`src/rtl/rpn_expr_driver_if.sv`:
```
// rtl/rpn_expr_driver_if.sv - token stream and ALU command bus for rpn_expr_driver
//
// Token stream (source -> driver):
//   tok_valid   token present
//   tok_ready   driver accepts token; transfer on valid & ready at posedge
//   tok_type    00 operand, 01 add, 10 mul, 11 end
//   tok_value   signed operand, meaningful only when tok_type = 00
// ALU bus (driver <-> stack ALU):
//   alu_opcode  000 NOP, 100 add, 101 mul, 110 push, 111 pop
//   alu_data    ALU input_data
//   alu_result  ALU output_data
//   alu_overflow, alu_success  ALU status flags
// Modports: master = the driver, slave = token source plus ALU side.

interface rpn_expr_driver_if #(
    parameter int N = 8
);
    logic         tok_valid;
    logic         tok_ready;
    logic [1:0]   tok_type;
    logic [N-1:0] tok_value;
    logic [2:0]   alu_opcode;
    logic [N-1:0] alu_data;
    logic [N-1:0] alu_result;
    logic         alu_overflow;
    logic         alu_success;

    modport master (
        input  tok_valid, tok_type, tok_value, alu_result, alu_overflow, alu_success,
        output tok_ready, alu_opcode, alu_data
    );

    modport slave (
        output tok_valid, tok_type, tok_value, alu_result, alu_overflow, alu_success,
        input  tok_ready, alu_opcode, alu_data
    );
endinterface

```
`src/rtl/rpn_expr_driver.sv`:
```
// rtl/rpn_expr_driver.sv - RPN token stream to stack-ALU command sequencer
//
// Ports:
//   clk       system clock, shared with the ALU
//   rst       asynchronous active-low reset
//   bus       rpn_expr_driver_if.master: token stream in, ALU commands out
//   busy      high in every state except IDLE
//   done      one-cycle pulse when an expression completes
//   result    signed final value, held until the next done
//   overflow  sticky OR of ALU overflow over the expression's add/mul ops
//   error     expression malformed or an ALU command failed
//
// Every ALU command is an ISS cycle (opcode/data driven) followed by a CHK
// cycle (NOP driven, ALU status sampled at its closing edge).

module rpn_expr_driver #(
    parameter int N        = 8,
    parameter int MAX_SIZE = 4
) (
    input  logic                   clk,
    input  logic                   rst,
    rpn_expr_driver_if.master      bus,
    output logic                   busy,
    output logic                   done,
    output logic [N-1:0]           result,
    output logic                   overflow,
    output logic                   error
);
    localparam logic [3:0] S_IDLE      = 4'd0;
    localparam logic [3:0] S_PUSH_ISS  = 4'd1;
    localparam logic [3:0] S_PUSH_CHK  = 4'd2;
    localparam logic [3:0] S_OP_ISS    = 4'd3;
    localparam logic [3:0] S_OP_CHK    = 4'd4;
    localparam logic [3:0] S_POP1_ISS  = 4'd5;
    localparam logic [3:0] S_POP1_CHK  = 4'd6;
    localparam logic [3:0] S_POP2_ISS  = 4'd7;
    localparam logic [3:0] S_POP2_CHK  = 4'd8;
    localparam logic [3:0] S_PUSHR_ISS = 4'd9;
    localparam logic [3:0] S_PUSHR_CHK = 4'd10;
    localparam logic [3:0] S_FIN_ISS   = 4'd11;
    localparam logic [3:0] S_FIN_CHK   = 4'd12;
    localparam logic [3:0] S_DRAIN_ISS = 4'd13;
    localparam logic [3:0] S_DRAIN_CHK = 4'd14;
    localparam logic [3:0] S_DONE      = 4'd15;

    localparam logic [2:0] OP_NOP  = 3'b000;
    localparam logic [2:0] OP_ADD  = 3'b100;
    localparam logic [2:0] OP_MUL  = 3'b101;
    localparam logic [2:0] OP_PUSH = 3'b110;
    localparam logic [2:0] OP_POP  = 3'b111;

    // Stack depth is owned by the ALU; the driver only learns about a full
    // or empty stack through alu_success, so no logic depends on it.
    if (MAX_SIZE < 1) begin : g_depth_unused
    end

    logic [3:0]   state_q, state_d;
    logic [N-1:0] operand_q, operand_d;
    logic         is_mul_q, is_mul_d;
    logic [N-1:0] tmp_q, tmp_d;
    logic [N-1:0] result_q, result_d;
    logic         ovf_q, ovf_d;
    logic         err_q, err_d;
    logic         done_seen_q, done_seen_d;   // flags belong to a finished expression
    logic [2:0]   opcode_q, opcode_d;
    logic [N-1:0] data_q, data_d;
    logic         ready_q, ready_d;

    always_comb begin
        state_d     = state_q;
        operand_d   = operand_q;
        is_mul_d    = is_mul_q;
        tmp_d       = tmp_q;
        result_d    = result_q;
        ovf_d       = ovf_q;
        err_d       = err_q;
        done_seen_d = done_seen_q;

        case (state_q)
            S_IDLE: begin
                if (bus.tok_valid && ready_q) begin
                    // First token of a new expression drops the previous status.
                    if (done_seen_q) begin
                        ovf_d       = 1'b0;
                        err_d       = 1'b0;
                        done_seen_d = 1'b0;
                    end
                    case (bus.tok_type)
                        2'b00: begin
                            operand_d = bus.tok_value;
                            state_d   = S_PUSH_ISS;
                        end
                        2'b01: begin
                            is_mul_d = 1'b0;
                            state_d  = S_OP_ISS;
                        end
                        2'b10: begin
                            is_mul_d = 1'b1;
                            state_d  = S_OP_ISS;
                        end
                        default: state_d = S_FIN_ISS;
                    endcase
                end
            end
            S_PUSH_ISS:  state_d = S_PUSH_CHK;
            S_OP_ISS:    state_d = S_OP_CHK;
            S_POP1_ISS:  state_d = S_POP1_CHK;
            S_POP2_ISS:  state_d = S_POP2_CHK;
            S_PUSHR_ISS: state_d = S_PUSHR_CHK;
            S_FIN_ISS:   state_d = S_FIN_CHK;
            S_DRAIN_ISS: state_d = S_DRAIN_CHK;
            S_OP_CHK: begin
                if (bus.alu_success) begin
                    tmp_d   = bus.alu_result;
                    ovf_d   = ovf_q | bus.alu_overflow;
                    state_d = S_POP1_ISS;
                end else begin
                    err_d   = 1'b1;
                    state_d = S_DRAIN_ISS;
                end
            end
            // The ALU leaves both operands stacked after add/mul, so the
            // result only goes back once both have been popped.
            S_POP1_CHK, S_POP2_CHK, S_PUSH_CHK, S_PUSHR_CHK: begin
                if (bus.alu_success) begin
                    if (state_q == S_POP1_CHK)      state_d = S_POP2_ISS;
                    else if (state_q == S_POP2_CHK) state_d = S_PUSHR_ISS;
                    else                            state_d = S_IDLE;
                end else begin
                    err_d   = 1'b1;
                    state_d = S_DRAIN_ISS;
                end
            end
            S_FIN_CHK: begin
                if (bus.alu_success) begin
                    result_d = bus.alu_result;
                    state_d  = S_DRAIN_ISS;
                end else begin
                    result_d = '0;
                    err_d    = 1'b1;
                    state_d  = S_DONE;
                end
            end
            // Any value still popped here is a leftover operand, or debris
            // after an earlier error; either way error ends up set.
            S_DRAIN_CHK: begin
                if (bus.alu_success) begin
                    err_d   = 1'b1;
                    state_d = S_DRAIN_ISS;
                end else begin
                    state_d = S_DONE;
                end
            end
            S_DONE: begin
                done_seen_d = 1'b1;
                state_d     = S_IDLE;
            end
            default: state_d = S_IDLE;
        endcase

        // Command outputs are registered from the next state so that they
        // are valid exactly during the ISS cycle.
        opcode_d = OP_NOP;
        data_d   = '0;
        case (state_d)
            S_PUSH_ISS: begin
                opcode_d = OP_PUSH;
                data_d   = operand_d;
            end
            S_PUSHR_ISS: begin
                opcode_d = OP_PUSH;
                data_d   = tmp_d;
            end
            S_OP_ISS: opcode_d = is_mul_d ? OP_MUL : OP_ADD;
            S_POP1_ISS, S_POP2_ISS, S_FIN_ISS, S_DRAIN_ISS: opcode_d = OP_POP;
            default: opcode_d = OP_NOP;
        endcase
        ready_d = (state_d == S_IDLE);
    end

    always_ff @(posedge clk or negedge rst) begin
        if (!rst) begin
            state_q     <= S_IDLE;
            operand_q   <= '0;
            is_mul_q    <= 1'b0;
            tmp_q       <= '0;
            result_q    <= '0;
            ovf_q       <= 1'b0;
            err_q       <= 1'b0;
            done_seen_q <= 1'b0;
            opcode_q    <= OP_NOP;
            data_q      <= '0;
            ready_q     <= 1'b0;
        end else begin
            state_q     <= state_d;
            operand_q   <= operand_d;
            is_mul_q    <= is_mul_d;
            tmp_q       <= tmp_d;
            result_q    <= result_d;
            ovf_q       <= ovf_d;
            err_q       <= err_d;
            done_seen_q <= done_seen_d;
            opcode_q    <= opcode_d;
            data_q      <= data_d;
            ready_q     <= ready_d;
        end
    end

    assign bus.tok_ready  = ready_q;
    assign bus.alu_opcode = opcode_q;
    assign bus.alu_data   = data_q;
    assign busy           = (state_q != S_IDLE);
    assign done           = (state_q == S_DONE);
    assign result         = result_q;
    assign overflow       = ovf_q;
    assign error          = err_q;
endmodule

```
`src/flat_wrapper.sv`:
```
// flat-port wrapper written by rule: the top's interface ports become plain ports
module rpn_expr_driver_flat 
#(
    parameter int N        = 8,
    parameter int MAX_SIZE = 4
)
  (clk, rst, busy, done, result, overflow, error, bus_tok_valid, bus_tok_type, bus_tok_value, bus_alu_result, bus_alu_overflow, bus_alu_success, bus_tok_ready, bus_alu_opcode, bus_alu_data);
  rpn_expr_driver_if #(.N(N)) bus_i ();
  input  logic clk;
  input  logic rst;
  output logic busy;
  output logic done;
  output logic [N-1:0] result;
  output logic overflow;
  output logic error;
  input wire logic [$bits(bus_i.tok_valid)-1:0] bus_tok_valid;
  input wire logic [$bits(bus_i.tok_type)-1:0] bus_tok_type;
  input wire logic [$bits(bus_i.tok_value)-1:0] bus_tok_value;
  input wire logic [$bits(bus_i.alu_result)-1:0] bus_alu_result;
  input wire logic [$bits(bus_i.alu_overflow)-1:0] bus_alu_overflow;
  input wire logic [$bits(bus_i.alu_success)-1:0] bus_alu_success;
  output wire logic [$bits(bus_i.tok_ready)-1:0] bus_tok_ready;
  output wire logic [$bits(bus_i.alu_opcode)-1:0] bus_alu_opcode;
  output wire logic [$bits(bus_i.alu_data)-1:0] bus_alu_data;
  assign bus_i.tok_valid = bus_tok_valid;
  assign bus_i.tok_type = bus_tok_type;
  assign bus_i.tok_value = bus_tok_value;
  assign bus_i.alu_result = bus_alu_result;
  assign bus_i.alu_overflow = bus_alu_overflow;
  assign bus_i.alu_success = bus_alu_success;
  assign bus_tok_ready = bus_i.tok_ready;
  assign bus_alu_opcode = bus_i.alu_opcode;
  assign bus_alu_data = bus_i.alu_data;
  rpn_expr_driver #(.N(N), .MAX_SIZE(MAX_SIZE)) u_core (.clk(clk), .rst(rst), .bus(bus_i), .busy(busy), .done(done), .result(result), .overflow(overflow), .error(error));
endmodule
```
`config.mk`:
```
export PLATFORM = sky130hd
export DESIGN_NAME = rpn_expr_driver_flat
export DESIGN_NICKNAME = d
export VERILOG_FILES = /design/src/rtl/rpn_expr_driver_if.sv /design/src/rtl/rpn_expr_driver.sv /design/src/flat_wrapper.sv
export SDC_FILE = /design/constraint.sdc
export NUM_CORES = 1
export LEC_CHECK = 0
export BUFFER_PORTS_ARGS = -buffer_cell sky130_fd_sc_hd__buf_2
export CAP_MARGIN = 30
export CORE_MARGIN = 5
export CORE_UTILIZATION = 57
export DETAILED_ROUTE_END_ITERATION = 6
export PLACE_DENSITY = 0.84
export SLEW_MARGIN = 0
export SYNTH_ARGS = -nofsm -noshare
export SYNTH_HDL_FRONTEND = slang
export SYNTH_SLANG_ARGS = --single-unit
```
`constraint.sdc`:
```
create_clock -name clk -period 6.48 [get_ports clk]
set_input_delay 0 -clock clk [delete_from_list [all_inputs] [get_ports clk]]
set_output_delay 0 -clock clk [all_outputs]
set_load 0.03 [all_outputs]
```
## Word level (Yosys, flattened, before mapping)

Index checks and enable logic that the tools add are counted.

- Equal/unequal tests: 29
- Multiplexer cells: 29
- Bitwise gates (word level): 1
- Reduce and logical (&&, ||, !) cells: 17

Operators by type and width:

| operator | count |
|---|---|
| 8-bit 2-to-1 mux | 6 |
| 4-bit case mux with 12 select lines | 1 |
| 4-bit == test, second input constant | 11 |
| 4-bit by 3-bit == test with 1-bit output, second input constant | 6 |
| 4-bit 2-to-1 mux | 5 |
| 8-bit case mux with 2 select lines | 1 |
| 4-bit by 2-bit == test with 1-bit output, second input constant | 3 |
| 1-bit 2-to-1 mux | 9 |
| 3-bit case mux with 3 select lines | 1 |
| 4-bit by 1-bit == test with 1-bit output, second input constant | 2 |
| 4-bit zero test | 2 |
| 4-bit case mux with 2 select lines | 1 |
| 4-bit OR reduction | 2 |
| 2-bit inequality test, second input constant | 3 |
| 1-bit case mux with 2 select lines | 3 |
| 2-bit OR reduction | 3 |
| 6-bit OR reduction | 1 |
| 5-bit AND reduction | 1 |
| 2-bit by 1-bit inequality test with 1-bit output, second input constant | 2 |
| 4-bit AND reduction | 1 |
| 2-bit nonzero test | 2 |
| 4-bit nonzero test | 1 |
| 1-bit case mux with 3 select lines | 1 |
| 3-bit nonzero test | 1 |
| 7 further kinds | 7 |

- Flip-flop bits (word level): 44
- Input bits: 23
- Output and inout bits: 24
- Logic and storage cells: 87

## Longest topological paths before layout

Gate-level depths: netlist (run 1).

- Depth in word-level cells: 8
- Mapped depth: 7
- Depth with buffers taken out: 7

## Worst setup path after synthesis (run 1)

Ideal clock, no wire load.

- Path type: reg2reg
- From: reg u_core.state_q[3]
- To: reg u_core.data_q[2], in the netlist u_core.bus.alu_data[2]
- Setup time: 0.144 ns
- Arrival: 1.988 ns
- Data required time: 6.336 ns
- Slack: 4.349 ns
- Cell stages (with the launch flop): 8
- Path buffers: 2
- Period minus slack after synthesis: 2.131 ns
- Path through: dfrtp_1 > buf_6 > or3_4 > or4b_4 > buf_6 > mux2_4 > nor2_1 > nor4_1

- Elaborated cells between the ends (all ways): 28
- Those cells by class: eq/ne (17); mux (8); reduce/logical (3)

RTL lines:

| element | RTL line | source |
|---|---|---|
| from (decl) | rpn_expr_driver.sv:57 | `logic [3:0] state_q, state_d;` |
| from (signal assigned) | rpn_expr_driver.sv:195 | `state_q <= state_d;` |
| 4-bit zero test | rpn_expr_driver.sv:79 | `case (state_q)` |
| 8-bit 2-to-1 mux | rpn_expr_driver.sv:79 |  |
| named net u_core.operand_d[2] | rpn_expr_driver.sv:58 | `logic [N-1:0] operand_q, operand_d;` |
| 8-bit case mux with 2 select lines | rpn_expr_driver.sv:165 | `case (state_d)` |
| named net u_core.data_d[2] | rpn_expr_driver.sv:66 | `logic [N-1:0] data_q, data_d;` |
| to (signal assigned) | rpn_expr_driver.sv:204 | `data_q <= data_d;` |
| to (decl) | rpn_expr_driver.sv:66 |  |

The timed path passes the listed nets, and every way through them passes these cells.
A chain may end at the register's enable or synchronous reset.

## Worst setup path in the final report (run 1)

- From: reg u_core.state_q[0]
- To: reg u_core.opcode_q[0], in the netlist u_core.bus.alu_opcode[0]

- Word-level cells in the longest chain between the ends: 8
- Elaborated cells between the ends (all ways): 35
- Those cells by class: eq/ne (22); mux (8); reduce/logical (5)

RTL lines:

| element | RTL line | source |
|---|---|---|
| 4-bit == test | rpn_expr_driver.sv:79, rpn_expr_driver.sv:127 |  |
| 4-bit 2-to-1 mux | rpn_expr_driver.sv:127 | `else if (state_q == S_POP2_CHK) state_d = S_PUSHR_ISS;` |
| 4-bit 2-to-1 mux | rpn_expr_driver.sv:126 | `if (state_q == S_POP1_CHK) state_d = S_POP2_ISS;` |
| 4-bit 2-to-1 mux | rpn_expr_driver.sv:125 | `if (bus.alu_success) begin` |
| 4-bit case mux with 12 select lines (*) | rpn_expr_driver.sv:79 |  |
| named net u_core.state_d[3] | rpn_expr_driver.sv:57 |  |
| 4-bit by 3-bit == test with 1-bit output, or another cell as far along | rpn_expr_driver.sv:165 |  |
| 4-bit OR reduction / 2-bit OR reduction (equally long branches) | -- |  |
| 3-bit case mux with 3 select lines (*) | rpn_expr_driver.sv:165 |  |
| named net u_core.opcode_d[0] | rpn_expr_driver.sv:65 | `logic [2:0] opcode_q, opcode_d;` |
| to (signal assigned) | rpn_expr_driver.sv:203 | `opcode_q <= opcode_d;` |
| to (decl) | rpn_expr_driver.sv:65 |  |

The timed path passes the listed nets; every way through them passes the cells marked *.

==> metrics.md, run 1 <==
| Metric | Value |
|---|---|
| EDFF count, synth | 0 |
| Final Wtd Congestion | 0.785 |
| Max_cap viols | 0 |
| Asr flop ratio synth | 100% |
| Register bit total from synthesis | 44 |
| Tot GR Track Use | 20.2% |
| Syn Nets | 210 |
| CTS tree | yes |
| Clock buffer depth | 2 |
| Dominant cell type by area after synthesis | dfrtp_1 |
| Seq/Total Area, Yosys | 55.3% |
| Post-DR vias/cell | 5.39 |
| Pre-CTS setup slack | 4.18 ns |
| Unrepaired setup endpoints after global routing | false |
| DRC | 0 |
| Initial Utilization | 59.2% |
| Slew at the pin with the worst max-slew slack | 1.07 ns |
| YS warnings | 0 |
| CTS Buf Count | 5 |
| Crit-path max FO | 14 |
| DR vias | 1623 |
| Setup violators final | 0 |
| Hold Crit Class | in -> reg |
| VDD IR-drop max | 281 uV |
| Remaining Overflow, GRT | 0 |
| Slew margin rel. | 28.1% |
| Element type at the critical path end | flip-flop |
| Worst-Skew Late Latency | 0.36 ns |
| Io pins | 47 |
| Lkg Pwr | 1.27 nW |
| Fin util | 76.1% |
| Final WS setup | 4.12 ns |
| Mean Syn Cell Area | 10.9 sq um |
| ANT nets after route | 0 |
| Max Slew Vio Count | 0 |
| Rows | 21 |
| Fin. Hold Viols | 0 |
| Cts repair resizes | 0 |
| Core region area | 3360 sq um |
| Most frequent cells in the layout | buf_2 (46), dfrtp_1 (44), dlygate4sd3_1 (28), nand2_1 (25), nor2_1 (21) |
| Fmax | 424 MHz |
| Die H | 69.1 microns |
| Minimum clock period | 2.36 ns |
| Worst Clk Skew | 0.00585 ns |
| Critical Path RT | 6.79 ns |
| PD cells | 413 nW/um^2 |
| Cell Area, Placed | 2230 sq um |
| Register area | 1100 sq um |
| NumNets Final | 282 |
| Layout area overhead | 28.6% |
| Multi-input logic area | 813 sq um |
| Final worst-path cycle share | 36.4% |
| DR WL/cell | 15.4 microns |
| Largest net degree at the start of global routing | 45 |
| Clock transition at path regs | 0.12 ns |
| Post-DP HPWL | 2880 microns |
| Die width | 69.1 microns |
| Clock sink count | 44 |
| First-pass GRT wire length | 7530 microns |
| Starting DRT DRC Count | 82 |
| CP startpoint kind | flip-flop |
| Initial antenna violation count | 0 |
| CP arrival | 2.67 ns |
| Share of the synthesized area in the top cell type | 55.3% |
| CP Class | reg -> reg |
| Total Wirelength | 4630 microns |
| Area of the die | 4770 sq um |
| Total negative setup slack | 0 ns |
| Iteration count of the initial detailed-routing pass | 4 |
| Share of layout cells above drive strength 1 | 30.2% |
| Synth Flop Type | dfrtp_1 |
| CTS root buf | clkbuf_4 |
| Top cells by area, synth | dfrtp_1 (55%), mux2_4 (6.0%), mux2_2 (5.1%) |
| Number of distinct library cells after synthesis | 36 |
| Fillcell total | 229 |
| H-tree depth | 2 |
| Design area | 2560 sq um |
| # port buffers | 46 |
| Status | finished, final reports clean |
| Post-Syn Instances | 183 |
| Vias in the first global route | 1550 |
| Most common cell after layout, fill and taps aside | buf_2 |
| Inserted Diodes | 0 |
| Synthesized cell area | 1990 sq um |
## stage by stage
stage,power [mW],std cells,hold slack (ns)
3_3_place_gp,0.899,266,0.190
6_report,1.06,301,0.0606
2_1_floorplan,0.820,183,-0.296
5_1_grt,1.13,301,0.0795
4_1_cts,1.05,301,0.0559
3_5_place_dp,0.914,266,0.187
## Yosys cell counts, drive strengths merged (2+ instances only)
cell / n
o21ai: 12
ha: 4
dfrtp: 44
nand3: 3
nand2: 25
o211ai: 2
inv: 7
nand2b: 4
a31oi: 4
clkbuf: 7
or3: 2
mux2: 17
a21oi: 5
nor4: 8
nor2: 22
buf: 2
## sequential cells by signal (all words and copies together) (netlist names)
signal,count
u_core.bus.alu_data,8
u_core.bus.tok_ready,1
u_core.overflow,1
u_core.operand_q,8
u_core.tmp_q,8
u_core.result,8
u_core.bus.alu_opcode,3
u_core.is_mul_q,1
u_core.done_seen_q,1
u_core.state_q,4
u_core.error,1
## path summary, 6_finish.rpt
| kind | startpoint | to | slack (ns) | cells after the start |
|---|---|---|---|---|
| setup reg to reg | u_core.state_q[0]$_DFF_PN0_ | u_core.bus.alu_opcode[0]$_DFF_PN0_ | 4.12 | 6 |
| hold / removal | bus_tok_type[1] | u_core.is_mul_q$_DFF_PN0_ | 0.06 | 3 |
| max in group asynchronous | rst | u_core.bus.alu_data[3]$_DFF_PN0_ | 5.60 | 2 |
| hold reg to reg | u_core.result[1]$_DFFE_PN0P_ | u_core.result[1]$_DFFE_PN0P_ | 0.49 | 2 |
| setup / recovery | u_core.state_q[0]$_DFF_PN0_ | u_core.bus.alu_opcode[0]$_DFF_PN0_ | 4.12 | 6 |
| min in group asynchronous | rst | u_core.overflow$_DFFE_PN0P_ | 0.30 | 2 |
## power breakdown
group          switching (mW)  total, mW  internal (mW)
clock network          0.0870      0.127         0.0396
registers              0.0614      0.427          0.365
logic                   0.328      0.503          0.175
total                   0.477       1.06          0.580
## kinds of logic after synthesis
logic type	share of synthesized area (%)
DFF	55.3
and+or+nand+nor	17.2
AOI/OAI and AO/OA	9.06
buffers and inverters	3.77
adders and majority gates	3.02
muxes	11.6
## area by class of cell
cell class                      instances  area share [%]
Clock buffer                            5            1.47
Clock inverter                          2           0.489
Inverter                                7            1.03
Multi-Input combinational cell        123            31.8
Sequential cell                        44            43.0
Tap cell                               46            2.25
Timing Repair Buffer                   74            20.0
## layer usage
layer | vias to the layer above | part of all wire, % | GRT usage [%]
met5 | - | 0 | 0
met4 | 0 | 4.0 | 11.9
met3 | 18 | 6.0 | 5.38
met2 | 74 | 51 | 34.2
met1 | 753 | 39 | 22.5
li1 | 778 | - | -
## worst max-delay path, stage by stage (launching register included)
cell,delay [ns]
dfrtp_1,0.59
a21boi_0,0.22
a31oi_1,0.06
o211ai_1,0.72
inv_2,0.22
a31oi_1,0.29
o221a_2,0.22
## repair_timing
action                                 CTS  global route
hold buffers                            28             0
endpoints found under the hold margin   70             0
setup buffers                            0             0
Power figures use the tool's default switching activity.
==> run 2: changes to the inputs <==
ABC_AREA = 1   (was unset)
CORE_UTILIZATION = 48   (was 57)
PLACE_DENSITY = 0.75   (was 0.84)
clock period = 1.9 ns   (was 6.48 ns; I/O delays follow)
==> run 2 against run 1 <==
Against the previous run: non-clock buffer count fell by 5; setup slack worse by 4.0 ns; sequential share of layout area decreased by 1.9 points; worst hold slack got worse by 0.027 ns; design area up 4.5%; clock-buffer cell count unchanged; synthesized cell count increased by 30%; area after synthesis up 5.0%; core utilization down 14 points; first-iteration DRC count rose by 120%; critical path depth rose by 1.
==> metrics.md, run 2 <==
| Metric | Value |
|---|---|
| First-pass GRT wire length | 8050 microns (+6.8%) |
| Worst-Skew Late Latency | 0.30 ns (-0.06 ns) |
| Area of the die | 5770 sq um (+21%) |
| Seq/Total Area, Yosys | 52.7% (-2.6 points) |
| Post-Syn Instances | 238 (+30%) |
| CTS tree | yes |
| Initial Utilization | 48.6% (-11 points) |
| Synth Flop Type | dfrtp_1 |
| Register area | 1100 sq um (unchanged) |
| Final WS setup | 0.127 ns (-3.99 ns) |
| DR vias | 1789 (+10%) |
| Post-DP HPWL | 3280 microns (+14%) |
| Initial antenna violation count | 0 (unchanged) |
| EDFF count, synth | 0 (unchanged) |
| Combinational power share | 50.9% (+3.3 points) |
| Iteration count of the initial detailed-routing pass | 4 (unchanged) |
| H-tree depth | 2 (unchanged) |
| Post-CTS Setup Bufs | 0 (unchanged) |
| Total Wirelength | 4670 microns (+0.97%) |
| Slew margin rel. | 63.2% (+35 points) |
| Inserted Diodes | 0 (unchanged) |
| CTS Buf Count | 5 (unchanged) |
| Final Wtd Congestion | 0.891 (+14%) |
| CP arrival | 1.96 ns (-0.71 ns) |
| Element type at the critical path end | flip-flop |
| Vias in the first global route | 1709 (+10%) |
| PD cells | 1500 nW/um^2 (+260%) |
| Tot GR Track Use | 17.0% (-3.1 points) |
| Layout area overhead | 28.0% |
| Share of the synthesized area in the top cell type | 52.7% (-2.6 points) |
| DRC | 0 (unchanged) |
| Slew at the pin with the worst max-slew slack | 0.552 ns (-0.522 ns) |
| Largest net degree at the start of global routing | 45 (unchanged) |
| Share of layout cells above drive strength 1 | 26.9% (-3.3 points) |
| Final worst-path cycle share | 93.3% (+57 points) |
| NumNets Final | 339 (+20%) |
| Critical Path RT | 2.09 ns (-4.70 ns) |
| Post-DR vias/cell | 4.91 (-8.8%) |
| Max Slew Vio Count | 0 (unchanged) |
| CTS root buf | clkbuf_8 |
| Sw power | 1.86 mW (+290%) |
| Clock sink count | 44 (unchanged) |
| Syn Nets | 265 (+26%) |
| Asr flop ratio synth | 100% (unchanged) |
| Core region area | 4290 sq um (+28%) |
| Io pins | 47 (unchanged) |
| Clock buffer depth | 2 (unchanged) |
| Rows | 24 (+14%) |
| Register share of total power | 35.0% (-5.4 points) |
| Fin util | 62.3% (-14 points) |
| Clock transition at path regs | 0.08 ns (-0.04 ns) |
| CP startpoint kind | flip-flop |
| Remaining Overflow, GRT | 0 (unchanged) |
| Mean Syn Cell Area | 8.77 sq um (-19%) |
| Status | finished, final reports clean |
| Dominant cell type by area after synthesis | dfrtp_1 |
| Setup violators final | 0 (unchanged) |
| Switching power as a share of total power | 46.4% (+1.3 points) |
| Register bit total from synthesis | 44 (unchanged) |
| Worst Clk Skew | 0.00445 ns (-0.00139 ns) |
| # port buffers | 46 (unchanged) |
| DR WL/cell | 12.8 microns (-17%) |
| Crit-path max FO | 7 (-7) |
| Fillcell total | 386 (+69%) |
| ANT nets after route | 0 (unchanged) |
| Hold Crit Class | in -> reg |
| Die width | 76.0 microns (+10%) |
| Top cells by area, synth | dfrtp_1 (53%), nand2_1 (16%), nand3_1 (5.5%) |
| YS warnings | 0 (unchanged) |
| CP Class | reg -> reg |
| Starting DRT DRC Count | 179 (+120%) |
| Int Pwr | 2.14 mW (+270%) |
| Fin. Hold Viols | 0 (unchanged) |
| Synthesized cell area | 2090 sq um (+5.0%) |
| Minimum clock period | 1.77 ns (-0.588 ns) |
| Most frequent cells in the layout | nand2_1 (88), buf_2 (46), dfrtp_1 (44), nand3_1 (23), dlygate4sd3_1 (17) |
| Max_cap viols | 0 (unchanged) |
| Synth top cells by count | nand2_1 (88), dfrtp_1 (44), nand3_1 (23) |
| Lkg Pwr | 1.47 nW (+16%) |
| Multi-input logic area | 906 sq um (+11%) |
| Fmax | 564 MHz (+33%) |
| Most common cell after layout, fill and taps aside | nand2_1 |
| Most common cell in the netlist | nand2_1 |
| VDD IR-drop max | 695 uV (+150%) |
| Number of distinct library cells after synthesis | 27 (-25%) |
| Worst Hold Margin | 0.0338 ns (-0.0268 ns) |
| Clock network fraction of design power | 14.1% (+2.1 points) |
| Die H | 76.0 microns (+10%) |
| Pre-CTS setup slack | 0.126 ns (-4.05 ns) |
run 2: what timing repair did:
| item | CTS | global route |
|---|---|---|
| hold buffers | 17 | 0 |
| endpoints found under the hold margin | 67 | 0 |
| endpoints found under the setup margin | 0 | 1 |
| gates resized for setup | 0 | 1 |
run 2: power by group through the flow:
stage	clock network, mW	logic, mW	registers, mW
final	0.564	2.04	1.40
after global routing	0.621	2.25	1.43
after CTS	0.584	2.04	1.39
after detailed placement	0	2.01	1.41
after global placement	0	1.98	1.40
after floorplan	0	1.24	1.67
run 2: per-stage QoR:
stage / std cells / total power, mW / area [sq um] / TNS [ns]
3_3_place_gp: 340 / 3.38 / 2420 / 0
2_1_floorplan: 238 / 2.91 / 2090 / 0
5_1_grt: 364 / 4.30 / 2670 / -0.000515
6_report: 364 / 4.00 / 2670 / 0
4_1_cts: 364 / 4.02 / 2670 / 0
3_5_place_dp: 340 / 3.41 / 2420 / 0
run 2: cell type report:
type                    count  area share (%)
flip-flops and latches     44            41.2
inverters                  20            2.81
repair buffers             69            16.7
multi-input cells         172            33.9
clock buffers               5            2.57
well taps                  52            2.43
clock inverters             2           0.468
run 2: kinds of logic (layout without fill, tap and decap cells):
family / after synthesis / in the layout / share of synthesized area (%)
multiplexers: 7 / 7 / 3.77
buffers and inverters: 22 / 96 / 4.13
AND/OR/NAND/NOR: 145 / 145 / 32.0
AO/OA/AOI/OAI: 16 / 16 / 4.97
adder cells (fa/ha/maj): 4 / 4 / 2.40
flip-flops: 44 / 44 / 52.7
run 2: critical path, cell delays in order, from the launching register on:
cell     delay, ns
dfrtp_1       0.44
inv_1         0.10
nor2_1        0.16
nand2_1       0.13
nor2_2        0.33
mux2_2        0.40
nand2_1       0.07
nand2_1       0.05
run 2: path summary, 6_finish.rpt:
check / slack, ns / cells after the start / startpoint / endpoint
max in group asynchronous: 1.21 / 3 / rst / u_core.state_q[2]$_DFF_PN0_
worst min register to register: 0.48 / 2 / u_core.result[4]$_DFFE_PN0P_ / u_core.result[4]$_DFFE_PN0P_
worst max register to register: 0.13 / 7 / u_core.state_q[2]$_DFF_PN0_ / u_core.bus.alu_data[6]$_DFF_PN0_
worst max-delay path: 0.13 / 7 / u_core.state_q[2]$_DFF_PN0_ / u_core.bus.alu_data[6]$_DFF_PN0_
worst min-delay path: 0.03 / 3 / bus_alu_overflow / u_core.overflow$_DFFE_PN0P_
min in group asynchronous: 0.32 / 3 / rst / u_core.result[6]$_DFFE_PN0P_
run 2: metal layers:
| metal | vias to the layer above | share of wire (%) | GRT usage (%) |
|---|---|---|---|
| li1 | 914 | - | - |
| met4 | 0 | 0.96 | 4.80 |
| met1 | 826 | 46 | 22.1 |
| met5 | - | 0 | 0 |
| met3 | 4 | 4.8 | 4.62 |
| met2 | 45 | 48 | 27.7 |
